===== config.mk =====
export PLATFORM = sky130hd
export DESIGN_NAME = mem_arbiter
export DESIGN_NICKNAME = d
export VERILOG_FILES = /design/src/rtl/mem_arbiter.sv
export SDC_FILE = /design/constraint.sdc
export NUM_CORES = 1
export LEC_CHECK = 0
export ABC_AREA = 1
export BUFFER_PORTS_ARGS = -buffer_cell sky130_fd_sc_hd__buf_2
export CORE_ASPECT_RATIO = 1.25
export CORE_MARGIN = 2
export CORE_UTILIZATION = 44
export CTS_CLUSTER_SIZE = 40
export DETAILED_ROUTE_END_ITERATION = 10
export GPL_ROUTABILITY_DRIVEN = 0
export GPL_TIMING_DRIVEN = 0
export HOLD_SLACK_MARGIN = 0.05
export PLACE_DENSITY = 0.85
export SLEW_MARGIN = 15
export SYNTH_ARGS = -nofsm -noshare
export SYNTH_HDL_FRONTEND = slang
export SYNTH_SLANG_ARGS = --single-unit

===== constraint.sdc =====
create_clock -name clk -period 1.7 [get_ports clk]
set_input_delay 0.34 -clock clk [delete_from_list [all_inputs] [get_ports clk]]
set_output_delay 0.34 -clock clk [all_outputs]
set_load 0.005 [all_outputs]

===== src/rtl/mem_arbiter.sv =====
// Arbitrates instruction-fetch and data requests onto a single memory port.
// Alternates grants under contention and aborts accesses that wait too long for mem_ready.
`timescale 1ns/1ps
module mem_arbiter #(
  parameter int ADDR_W   = 16,
  parameter int DATA_W   = 16,
  parameter int MAX_WAIT = 15
) (
  input  logic              clk,
  input  logic              rst_n,
  input  logic              if_req,
  input  logic [ADDR_W-1:0] if_addr,
  output logic              if_valid,
  output logic [DATA_W-1:0] if_rdata,
  input  logic              d_req,
  input  logic              d_we,
  input  logic [ADDR_W-1:0] d_addr,
  input  logic [DATA_W-1:0] d_wdata,
  output logic              d_valid,
  output logic [DATA_W-1:0] d_rdata,
  input  logic              halt,
  output logic              mem_en,
  output logic              mem_we,
  output logic [ADDR_W-1:0] mem_addr,
  output logic [DATA_W-1:0] mem_wdata,
  input  logic [DATA_W-1:0] mem_rdata,
  input  logic              mem_ready,
  output logic              err,
  output logic              busy
);

  typedef enum logic [1:0] {IDLE, FETCH, DATA, DONE} state_t;

  localparam logic [7:0] WAIT_LIMIT = 8'(MAX_WAIT);

  state_t     state;
  logic       last_fetch;
  logic [7:0] wait_cnt;
  logic [7:0] wait_next;
  logic       fetch_ok;
  logic       grant_data;

  assign fetch_ok   = if_req && !halt;
  // Data wins unless fetch is also eligible and data was granted last.
  assign grant_data = d_req && (!fetch_ok || last_fetch);
  assign wait_next  = (wait_cnt == 8'hFF) ? wait_cnt : wait_cnt + 8'd1;

  // NOTE: every register here, state and outputs alike, is updated with <= so all
  // of them see the pre-edge values; the async reset clears everything including rdata.
  always_ff @(posedge clk or negedge rst_n) begin
    if (!rst_n) begin
      state      <= IDLE;
      last_fetch <= 1'b1;
      wait_cnt   <= '0;
      if_valid   <= 1'b0;
      if_rdata   <= '0;
      d_valid    <= 1'b0;
      d_rdata    <= '0;
      mem_en     <= 1'b0;
      mem_we     <= 1'b0;
      mem_addr   <= '0;
      mem_wdata  <= '0;
      err        <= 1'b0;
      busy       <= 1'b0;
    end else begin
      if_valid <= 1'b0;
      d_valid  <= 1'b0;
      err      <= 1'b0;
      case (state)
        IDLE: begin
          if (grant_data) begin
            state      <= DATA;
            busy       <= 1'b1;
            mem_en     <= 1'b1;
            mem_we     <= d_we;
            mem_addr   <= d_addr;
            mem_wdata  <= d_wdata;
            last_fetch <= 1'b0;
            wait_cnt   <= '0;
          end else if (fetch_ok) begin
            state      <= FETCH;
            busy       <= 1'b1;
            mem_en     <= 1'b1;
            mem_we     <= 1'b0;
            mem_addr   <= if_addr;
            mem_wdata  <= '0;
            last_fetch <= 1'b1;
            wait_cnt   <= '0;
          end
        end
        FETCH, DATA: begin
          // A ready arriving on the limit cycle still counts as success.
          if (mem_ready || wait_next >= WAIT_LIMIT) begin
            state  <= DONE;
            mem_en <= 1'b0;
            mem_we <= 1'b0;
            err    <= !mem_ready;
            if (state == FETCH) begin
              if_valid <= 1'b1;
              if_rdata <= mem_ready ? mem_rdata : '0;
            end else begin
              d_valid <= 1'b1;
              d_rdata <= mem_ready ? mem_rdata : '0;
            end
          end
          if (!mem_ready) wait_cnt <= wait_next;
        end
        DONE: begin
          state <= IDLE;
          busy  <= 1'b0;
        end
        default: begin
          state <= IDLE;
          busy  <= 1'b0;
        end
      endcase
    end
  end

endmodule

* Word level (Yosys, flattened, before mapping)
Index checks and enable logic that the tools add are counted.
** Operators by class
- $add $sub $neg :: 1
- $lt $le $gt $ge :: 1
- Equal/unequal tests :: 7
- Muxes and demuxes :: 31
- Bitwise logic cells :: 1
- Reductions and logical operators :: 19
** Operators with widths (count)
- $mux 16 :: 5
- $mux 8 :: 4
- $pmux 8 s2 :: 1
- $mux 1 :: 14
- $reduce_and 3->1 :: 4
- $add 8x1->8 const B :: 1
- $eq 8x8->1 const B :: 1
- $ge 8x4->1 const B :: 1
- $mux 2 :: 3
- $pmux 1 s2 :: 3
- $pmux 2 s3 :: 1
- $reduce_and 2->1 :: 3
- $reduce_bool 2->1 :: 3
- $eq 2x2->1 const B :: 2
- $ne 2x2->1 const B :: 2
- $logic_not 1->1 :: 3
- $ne 3x3->1 const B :: 1
- $eq 2x1->1 const B :: 1
- $logic_and 1x1->1 :: 2
- $logic_not 2->1 :: 1
- $logic_or 1x1->1 :: 2
- $reduce_or 2->1 :: 1
- $not 1->1 :: 1
** Storage, ports and cells
- Bits in registers :: 81
- Output and inout bits :: 70
- Logic and storage cells :: 73

* Longest topological paths before layout
- Depth in word-level cells :: 7
- Gate-level depth with buffers :: 13

* Least setup slack after synthesis
OpenSTA, ideal clock, no wires.
- Path type :: register to register
- From :: register state[0]
- To :: register wait_cnt[0]
- Setup time :: 0.082 ns
- Arrival :: 1.738 ns
- Path slack :: -0.121 ns
- Cell stages (with the launch flop) :: 10
- Path buffers :: 1
- Period minus slack after synthesis :: 1.821 ns
- Path through :: dfrtp_1 inv_1 ha_1 buf_4 inv_1 o21ai_0 o21ai_0 nor2_1 inv_1 o22ai_1
** On the way
- Longest elaborated chain between the ends :: 4
** Ends and longest elaborated chain
- start, declared :: line 36 : state_t state;
- start signal, assigned :: line 52 : state <= IDLE;
- start signal, assigned :: line 72 : state <= DATA;
- start signal, assigned :: line 81 : state <= FETCH;
- $eq 2x1->1 or $eq 2x2->1 (tied branches) :: line 69 : case (state)
- $reduce_or 2->1 :: line 69
- $ne 2x2->1 (no source line) or $reduce_bool 2->1 (tied branches)
- $reduce_and 3->1 (no source line)
- end signal, assigned :: line 106 : if (!mem_ready) wait_cnt <= wait_next;
- end, declared :: line 38 : logic [7:0] wait_cnt;
Several ways; a longest one is shown, not always the timed one.
A chain may end at the register's enable or synchronous reset.

* Worst setup path after layout
- From :: register wait_cnt[1]
- To :: register if_rdata[14]
** On the way
- Longest elaborated chain between the ends :: 5
** Ends and longest elaborated chain
- $add 8x1->8 or $eq 8x8->1 (tied branches) :: line 46 : assign wait_next = (wait_cnt == 8'hFF) ? wait_cnt : wait_cnt + 8'd1;
- $mux 8 * :: line 46
- $ge 8x4->1 * :: line 93 : if (mem_ready || wait_next >= WAIT_LIMIT) begin
- $logic_or 1x1->1 * :: line 93
- $reduce_and 3->1 (no source line) *
- end signal, assigned :: line 100 : if_rdata <= mem_ready ? mem_rdata : '0;
- end, declared :: line 14 : output logic [DATA_W-1:0] if_rdata,
Every way passes the cells marked *; elsewhere a longest branch is shown, timed or not.

==> run metrics <==
chip height 106 µm; outcome finished, violations left; total wire length 10200 µm; Hold WC Path Type input port to register; post-synthesis compound-gate area fraction 10.5%; Post-Synth Adder-Cell Area 1.70%; peak supply drop 0.979 mV; arrival time at the worst endpoint 2120 ps; slowest library cell on the worst path dfrtp_1; Final Hold Vio Count 0; Root Buffer clkbuf_8; initial drt markers 212; Synth Cell Area 3680 µm²; max cap viols 0; Initial Utilization 45.0%; M1 WL 4090 µm; Setup violations, final 44; Detail Route met2 WL 5010 µm; slew of the pin with the lowest slew margin 485 ps; via density per instance 5.31; slew margin rel. 67.7%; WL per Instance 14.8 µm; post-synthesis mux area share 0%; Worst-Skew Late Latency 360 ps; Seq. cell area 2030 µm²; # DRC 12; syn_area_per_cell 9.05 µm²; WS Path Type register to register; number of library cell types mapped by synthesis 27; clock-pin slew on the worst setup and hold paths 80 ps; # port buffers 139; share of cells above drive strength 1 43.2%; biggest cell delay along the critical path 410 ps; initial antenna violation count 0; antenna-violating nets left 0; Required @ worst endpoint 1950 ps; XOR/XNOR Fraction of Synth Area 0.238%; H-tree depth 3; Core Area 8190 µm²; CP Launch Type register; syn nets 483; Final Instance Area 5130 µm²; met3 WL post-DR 799 µm; largest family of logic cells by synthesized area simple AND/OR/NAND/NOR gates; Total GRT Usage 22.8%; FILL cells 679; PwrDens 1740 nW/µm²; die area 9130 µm²; # diodes 0; CTS Sinks 81; gr ovfl total 0; worst-path fanout max 10; area growth from synthesis to layout 39.3%; first-pass GRT wire length 16700 µm; Row Count 37; Synth Warn # 0; Post-Synth Simple-Gate Area 26.9%; CP bufs+invs 1; DP HPWL 7100 µm; R2R setup slack -170 ps; Die X 85.9 µm; placed instance area 4540 µm²; Overall Power 8.93 mW; crit path time final 1870 ps; vias 3651; Mapped Cells 407; Setup Skew 16.6 ps; Lkg Pwr 2.76 nW; fmax 535 MHz; # IOs 141; max layer used met4; CTS buffer count 9; RSZ-0062 raised after global routing yes; delay-heaviest family, CP simple AND/OR/NAND/NOR gates; flop and latch count out of synthesis 81; largest net degree at the start of global routing 56; Final nets 661; clk buf depth 2; violated checks DRC, setup timing; Final Max Slew Viols 0; TritonCTS clock tree done; area of the multi-input gates 1620 µm²; first drt pass iteration count 9; Worst path most repeated cell nand2_2; sequential share of the synthesized area 55.0%; worst path cell trace ha_4, nand2_4, nor2_4, nand2_4, nand2_2, nand2_2, nor2_4, nand2_2, nand3_4, nand3_4, buf_8, nand2_2, nand2_1; element type at the critical path end register; vias in the first global route 3623; crit share post-route 110%; final worst setup slack -170 ps
## logic make-up (layout without fill, tap and decap cells)
logic type	after synthesis	count (layout)
flip-flops	81	81
AND/OR/NAND/NOR	207	207
buffers and inverters	49	232
AO/OA/AOI/OAI	64	64
XOR/XNOR	1	1
adder cells (fa/ha/maj)	5	5
## where the power goes
part / total (mW) / internal, mW / switching [mW] / leakage, nW
registers: 3.19 / 2.74 / 0.447 / 1.01
clock network: 1.32 / 0.588 / 0.736 / 0.0899
logic: 4.42 / 1.96 / 2.46 / 1.67
## synth_stat cells
cell type	instances	share of area [%]
clkbuf_1	15	1.5
inv_2	2	0.20
a22o_1	17	4.0
inv_1	25	2.5
o22ai_1	3	0.51
buf_6	2	0.61
a21oi_1	33	4.5
nor2_1	21	2.1
nand4_1	34	5.8
ha_1	5	1.7
buf_4	1	0.20
dfrtp_1	80	54
nand2_4	1	0.31
xnor2_1	1	0.24
nor3_1	1	0.14
and2_1	1	0.17
nand3_4	3	1.4
dfstp_2	1	0.71
nor2_2	3	0.51
nand3_2	1	0.27
o21ai_0	11	1.5
nand2_1	114	12
nand2_2	13	2.2
clkinv_1	2	0.20
buf_2	2	0.27
nor2_4	2	0.61
nand3_1	13	1.8
## through the flow
stage / hold WS [ps] / cells / utilization, % / setup slack (ps) / setup TNS (ps)
final: 202 / 687 / 62.6 / -170 / -5360
after global placement: 450 / 643 / 55.0 / -307 / -36190
after global routing: 186 / 687 / 62.6 / -291 / -10350
after floorplan: 44.4 / 407 / - / -98.2 / -1710
after detailed placement: 282 / 644 / 55.4 / -393 / -17210
after CTS: 185 / 683 / 60.7 / -117 / -3200
## sequential cells by signal, summed over array words and instances (netlist names), 2 cells and up
signal and cells:
if_rdata 16, mem_wdata 16, wait_cnt 8, d_rdata 16
mem_addr 16, state 2
## routing by layer
layer	global-route usage (%)	up-vias
met5	0	-
met2	39.6	197
li1	-	1724
met1	27.7	1704
met3	4.27	26
met4	8.96	0
## final timing paths
| kind | start | end | depth (start not counted) |
|---|---|---|---|
| worst max-delay path | wait_cnt[1]$_DFFE_PN0P_ | if_rdata[14]$_DFFE_PN0P_ | 13 |
| max in group asynchronous | rst_n | last_fetch$_DFFE_PN1P_ | 3 |
| worst min-delay path | d_wdata[0] | mem_wdata[0]$_DFFE_PN0P_ | 2 |
| worst max register to register | wait_cnt[1]$_DFFE_PN0P_ | if_rdata[14]$_DFFE_PN0P_ | 13 |
| min in group asynchronous | rst_n | d_valid$_DFF_PN0_ | 2 |
| worst min register to register | d_rdata[8]$_DFFE_PN0P_ | d_rdata[8]$_DFFE_PN0P_ | 2 |
## worst register-to-register path, stage by stage (launching register included)
cell and delay, ps:
dfrtp_1 410, ha_4 190, nand2_4 60, nor2_4 180, nand2_4 110, nand2_2 80, nand2_2 70, nor2_4 110
nand2_2 80, nand3_4 100, nand3_4 110, buf_8 170, nand2_2 50, nand2_1 40
## what timing repair did
action                                  CTS  global route
resized for setup                        20            43
pin swaps                                 8            16
endpoints found under the hold margin    26             0
setup buffers                            23             6
endpoints found under the setup margin   81            57
hold buffers                              1             0
## cell usage in the layout (no fill, tap or decap), drive strengths merged
cell | netlist | routed
dfstp | 1 | 1
o21ai | 11 | 11
a21oi | 33 | 33
xnor2 | 1 | 1
and2 | 1 | 1
o22ai | 3 | 3
buf | 5 | 173
inv | 27 | 28
nor3 | 1 | 1
nand3 | 17 | 17
ha | 5 | 5
dfrtp | 80 | 80
nand4 | 34 | 34
nor2 | 26 | 26
nand2 | 128 | 128
clkbuf | 15 | 23
clkinv | 2 | 4
dlygate4sd3 | 0 | 1
clkinvlp | 0 | 3
a22o | 17 | 17
## area by class of cell
| type | count | area share (%) |
|---|---|---|
| plain buffers | 17 | 1.71 |
| clock buffers | 10 | 2.68 |
| clock inverters | 6 | 0.975 |
| inverters | 29 | 2.29 |
| multi-input cells | 277 | 31.5 |
| flip-flops and latches | 81 | 39.6 |
| well taps | 97 | 2.36 |
| repair buffers | 170 | 18.9 |
Power figures use the tool's default switching activity.
